**src/rtl/misr_bist.sv**
```systemverilog
// misr_bist: parametrised multiple-input signature register with a fixed
// compaction window and a golden-signature compare.
//
// Ports:
//   clk     rising-edge clock
//   rst     synchronous active-high reset
//   start   begin or restart a run (reloads SEED, clears cnt and pass)
//   en      absorb i on this cycle while running
//   i       IN_W-bit response bus, zero-extended into the register
//   golden  expected signature, sampled on the final compaction cycle
//   q       current signature register
//   cnt     enabled cycles consumed in the current run
//   busy    high in RUN
//   done    high in DONE
//   pass    valid while done=1; 1 when the final signature matched golden
//
// state | meaning
// ------+-------------------------------------------------------------
// IDLE  | after reset; q holds SEED until start
// RUN   | compacting i on en=1 cycles; CYCLES enabled cycles per run
// DONE  | signature, cnt and pass frozen until the next start

module misr_bist #(
   parameter int               WIDTH  = 5,
   parameter int               IN_W   = 3,
   parameter logic [WIDTH-1:0] POLY   = 5'b11100,
   parameter logic [WIDTH-1:0] SEED   = 5'b00011,
   parameter int               CYCLES = 31,
   parameter int               CNT_W  = $clog2(CYCLES + 1)
) (
   input  logic             clk,
   input  logic             rst,
   input  logic             start,
   input  logic             en,
   input  logic [IN_W-1:0]  i,
   input  logic [WIDTH-1:0] golden,
   output logic [WIDTH-1:0] q,
   output logic [CNT_W-1:0] cnt,
   output logic             busy,
   output logic             done,
   output logic             pass
);

   typedef enum logic [1:0] {
      IDLE = 2'd0,
      RUN  = 2'd1,
      DONE = 2'd2
   } state_t;

   state_t           state;
   logic [WIDTH-1:0] e;
   logic [WIDTH-1:0] nxt;
   logic             f;
   logic             last;

   // Bit 0 of POLY is never consulted: stage 0 always takes the feedback.
   always_comb begin
      e      = WIDTH'(i);
      f      = q[WIDTH-1];
      nxt    = '0;
      nxt[0] = f ^ e[0];
      for (int k = 1; k < WIDTH; k++) begin
         nxt[k] = q[k-1] ^ (POLY[k] & f) ^ e[k];
      end
   end

   assign last = (cnt == CNT_W'(CYCLES - 1));

   always_ff @(posedge clk) begin
      if (rst) begin
         q     <= SEED;
         cnt   <= '0;
         state <= IDLE;
         busy  <= 1'b0;
         done  <= 1'b0;
         pass  <= 1'b0;
      end else begin
         case (state)
            IDLE: begin
               if (start) begin
                  q     <= SEED;
                  cnt   <= '0;
                  pass  <= 1'b0;
                  state <= RUN;
                  busy  <= 1'b1;
               end
            end
            RUN: begin
               // start outranks en: the data presented with a restart is dropped
               if (start) begin
                  q   <= SEED;
                  cnt <= '0;
               end else if (en) begin
                  q   <= nxt;
                  cnt <= cnt + CNT_W'(1);
                  if (last) begin
                     pass  <= (nxt == golden);
                     state <= DONE;
                     busy  <= 1'b0;
                     done  <= 1'b1;
                  end
               end
            end
            DONE: begin
               if (start) begin
                  q     <= SEED;
                  cnt   <= '0;
                  pass  <= 1'b0;
                  state <= RUN;
                  busy  <= 1'b1;
                  done  <= 1'b0;
               end
            end
            default: begin
               state <= IDLE;
               busy  <= 1'b0;
               done  <= 1'b0;
               pass  <= 1'b0;
            end
         endcase
      end
   end

endmodule

```
**config.mk**
```make
export PLATFORM = sky130hd
export DESIGN_NAME = misr_bist
export DESIGN_NICKNAME = d
export VERILOG_FILES = /design/src/rtl/misr_bist.sv
export SDC_FILE = /design/constraint.sdc
export NUM_CORES = 1
export LEC_CHECK = 0
export BUFFER_PORTS_ARGS = -buffer_cell sky130_fd_sc_hd__buf_2
export CAP_MARGIN = 30
export CORE_UTILIZATION = 52
export DETAILED_ROUTE_END_ITERATION = 8
export PLACE_DENSITY_LB_ADDON = 0.1
export SKIP_LAST_GASP = 1
export SYNTH_ARGS = -nofsm -noshare
export SYNTH_HDL_FRONTEND = slang
export SYNTH_SLANG_ARGS = --single-unit
```
**constraint.sdc**
```tcl
create_clock -name clk -period 2.4 [get_ports clk]
set_input_delay 0.24 -clock clk [delete_from_list [all_inputs] [get_ports clk]]
set_output_delay 0.24 -clock clk [all_outputs]
set_load 0.03 [all_outputs]
```
==> parameters.txt <==
Parameter                              Value

Status
  Outcome ... completed

Route
  Detailed-router iteration count before antenna repair ... 4
  Average wire per standard cell ... 11.89 µm
  DRT iter0 DRCs ... 12
  Number of remaining DRC errors ... 0
  Routed via count ... 700
  Routed via count divided by cell count ... 5.344
  Total routed wirelength ... 1558 µm
  Antenna Violating Nets Remaining ... 0

Power
  Total power of the final layout ... 469.6 µW
  Leakage power summed over all cells ... 0.0004450 µW
  Power density of the placed cells ... 505.1 nW/µm²
  Worst supply voltage drop on vdd ... 0.3162 mV

Floorplanning
  Die boundary width ... 40.78 µm
  Die boundary height ... 40.78 µm
  Number of standard-cell rows in the floorplan ... 13
  Area of the die ... 1663 µm²
  Num ports ... 25
  Starting density of the core ... 57.92%
  Area of the placeable core ... 1350 µm²

Synthesis
  Net Count, Synth ... 105
  Unique cell type count in the Yosys netlist ... 30
  Share of the yosys chip area belonging to registers ... 38.40%
  Number of storage elements in the synthesis netlist ... 15
  Syn_area_per_cell ... 8.593 µm²
  Post-synthesis instance area ... 782.0 µm²
  Gate Count Post-Synth ... 91
  Count of warnings emitted by yosys ... 0

Timing
  Setup tns final ... 0 ns
  Unrepaired setup endpoints after global routing ... false
  Final clock skew ... 0.001538 ns
  Total count of hold-check failures in the final report ... 0
  Final critical-path required period ... 1.634 ns
  Total count of max-transition violations in the final report ... 0
  Pin slew with the least headroom to its limit ... 0.3584 ns
  Maximum operating frequency ... 0.6121 GHz
  Fin crit share ... 68.08%
  Total setup violations reported at the end of the flow ... 0
  Worst relative slew slack ... 76.00%
  Post-Route Hold Slack ... 0.2171 ns

Placement
  Placer congestion estimate ... 0.6895
  Placed instance area ... 902.1 µm²
  Post-DP HPWL ... 1196 µm
  Quantity of I/O buffers inserted on ports ... 24

Cells and area
  Footprint of the flip-flops and latches ... 300.3 µm²
  Share of the core filled with cells ... 68.86%
  Number of nets in the layout ... 131
  Post-layout instance area ... 929.6 µm²
  Commonest cells after routing, fill and taps aside ... 24 x sky130_fd_sc_hd__buf_2, 15 x sky130_fd_sc_hd__dfxtp_1, 11 x sky130_fd_sc_hd__xor2_1
  Multi-input logic area ... 447.9 µm²
  Most common library cell in the layout ignoring fill and taps ... sky130_fd_sc_hd__buf_2
  Fill count ... 115
  Share of cells above drive strength 1 ... 25.86%
  ANT cells ... 0
  Layout overhead on the synthesized area ... 18.88%

GRT
  Antenna violations before repair ... 0
  First-pass GRT wire length ... 2325 µm
  Largest net degree at the start of global routing ... 13
  Global-route congestion overflow total ... 0
  Global routing usage on met2 ... 33.59%
  Via count of the first global-routing pass ... 579
  Met1 Use GR ... 27.06%
  Global-route total usage across every layer ... 21.65%
  M3 GR Usage ... 6.522%
  Global-route layer with the greatest usage ... met2

Clocking
  Number of clock sinks seen by CTS ... 15
  Post-cts repair resize count ... 0
  Buffer levels on the longest clock path ... 2
  Library cell used as clock root buffer ... sky130_fd_sc_hd__clkbuf_4
  TritonCTS clock tree ... yes
  Later-pin clock latency in the skew report ... 0.28 ns
  Setup bufs post-CTS ... 0
  Htree depth ... 1
  CTS Buf Count ... 3
  Clock-pin slew on the worst setup and hold paths ... 0.09 ns
  Hold buffer count at CTS ... 0

Worst hold path
  Worst min-delay path category ... in2reg

Critical path
  Startpoint class of the critical path ... register
  Register-to-register setup slack ... 0.77 ns
  Element type at the critical path end ... register
  Top fanout value on the critical path ... 8
  WS Path Type ... reg2reg
  Required time at the worst-slack endpoint ... 2.58 ns
  Worst Path Arrival ... 1.82 ns

Flow run
  Max-capacitance violation count ... 0
## layer usage
metal | vias to the layer above | routed length, µm
li1 | 370 | -
met1 | 306 | 773
met2 | 20 | 685
met3 | 4 | 70
met4 | 0 | 29
met5 | - | 0
## cell type report
class / count / area share, %
well taps: 15 / 2.019
flip-flops and latches: 15 / 32.30
clock inverters: 1 / 0.5384
inverters: 4 / 1.615
clock buffers: 3 / 2.423
repair buffers: 24 / 12.92
multi-input cells: 69 / 48.18
## registers in the layout (all words and copies together) (netlist names)
signal and flops:
cnt 5, q 5, state 2, busy 1
done 1, pass 1
## per-stage QoR
stage,worst slack (ns),cells
after global placement,0.8758,127
after floorplan,0.7115,91
final,0.7662,131
after detailed placement,0.7565,127
after global routing,0.6577,131
after CTS,0.7319,131
## worst max-delay path, cell delays in order (launching register included)
cell and delay, ns:
sky130_fd_sc_hd__dfxtp_1 0.48, sky130_fd_sc_hd__xor2_1 0.26, sky130_fd_sc_hd__xor2_1 0.08, sky130_fd_sc_hd__or4_1 0.41
sky130_fd_sc_hd__o41ai_2 0.30
## Yosys cell counts
| cell type | n | share of area [%] |
|---|---|---|
| sky130_fd_sc_hd__dfxtp_1 | 15 | 38 |
| sky130_fd_sc_hd__xor2_1 | 11 | 12 |
| sky130_fd_sc_hd__nand2_1 | 9 | 4.3 |
| sky130_fd_sc_hd__nor2_1 | 9 | 4.3 |
| sky130_fd_sc_hd__nand3_1 | 6 | 3.8 |
| sky130_fd_sc_hd__a21oi_1 | 5 | 3.2 |
| sky130_fd_sc_hd__inv_1 | 4 | 1.9 |
| sky130_fd_sc_hd__a22oi_1 | 3 | 2.9 |
| sky130_fd_sc_hd__and3_1 | 2 | 1.6 |
| sky130_fd_sc_hd__clkbuf_1 | 2 | 0.96 |
| sky130_fd_sc_hd__ha_1 | 2 | 3.2 |
| sky130_fd_sc_hd__nor2b_1 | 2 | 1.6 |
| sky130_fd_sc_hd__nor3_1 | 2 | 1.3 |
| sky130_fd_sc_hd__o21ai_0 | 2 | 1.3 |
| sky130_fd_sc_hd__xnor2_1 | 2 | 2.2 |
| sky130_fd_sc_hd__a211oi_1 | 1 | 0.96 |
| sky130_fd_sc_hd__a21o_1 | 1 | 0.96 |
| sky130_fd_sc_hd__a31oi_1 | 1 | 0.80 |
| sky130_fd_sc_hd__and2_1 | 1 | 0.80 |
| sky130_fd_sc_hd__and4_1 | 1 | 1.1 |
| sky130_fd_sc_hd__and4bb_2 | 1 | 1.6 |
| sky130_fd_sc_hd__buf_6 | 1 | 1.4 |
| sky130_fd_sc_hd__mux2i_1 | 1 | 1.3 |
| sky130_fd_sc_hd__nand3b_1 | 1 | 0.96 |
| sky130_fd_sc_hd__nand4_1 | 1 | 0.80 |
| sky130_fd_sc_hd__nand4b_1 | 1 | 1.1 |
| sky130_fd_sc_hd__o2111ai_1 | 1 | 1.1 |
| sky130_fd_sc_hd__o21ai_1 | 1 | 0.64 |
| sky130_fd_sc_hd__o41ai_2 | 1 | 2.1 |
| sky130_fd_sc_hd__or4_1 | 1 | 0.96 |
## final timing paths
kind	from	end	depth (start not counted)
max	q[4]	pass	4
min	start	state[1]	2
max reg2reg	q[4]	pass	4
min reg2reg	busy	busy	2
## where the power goes
group          switching (µW)  internal [µW]
Clock                    81.0           61.9
Combinational            40.4           25.5
Sequential               6.35            254
## logic make-up after synthesis
| family | synth area share, % |
|---|---|
| compound gates | 13.92 |
| xor+xnor | 14.56 |
| fa+ha+maj | 3.199 |
| buf+inv | 4.320 |
| flops | 38.40 |
| mux | 1.280 |
| simple gates | 24.32 |
Power figures use the tool's default switching activity.
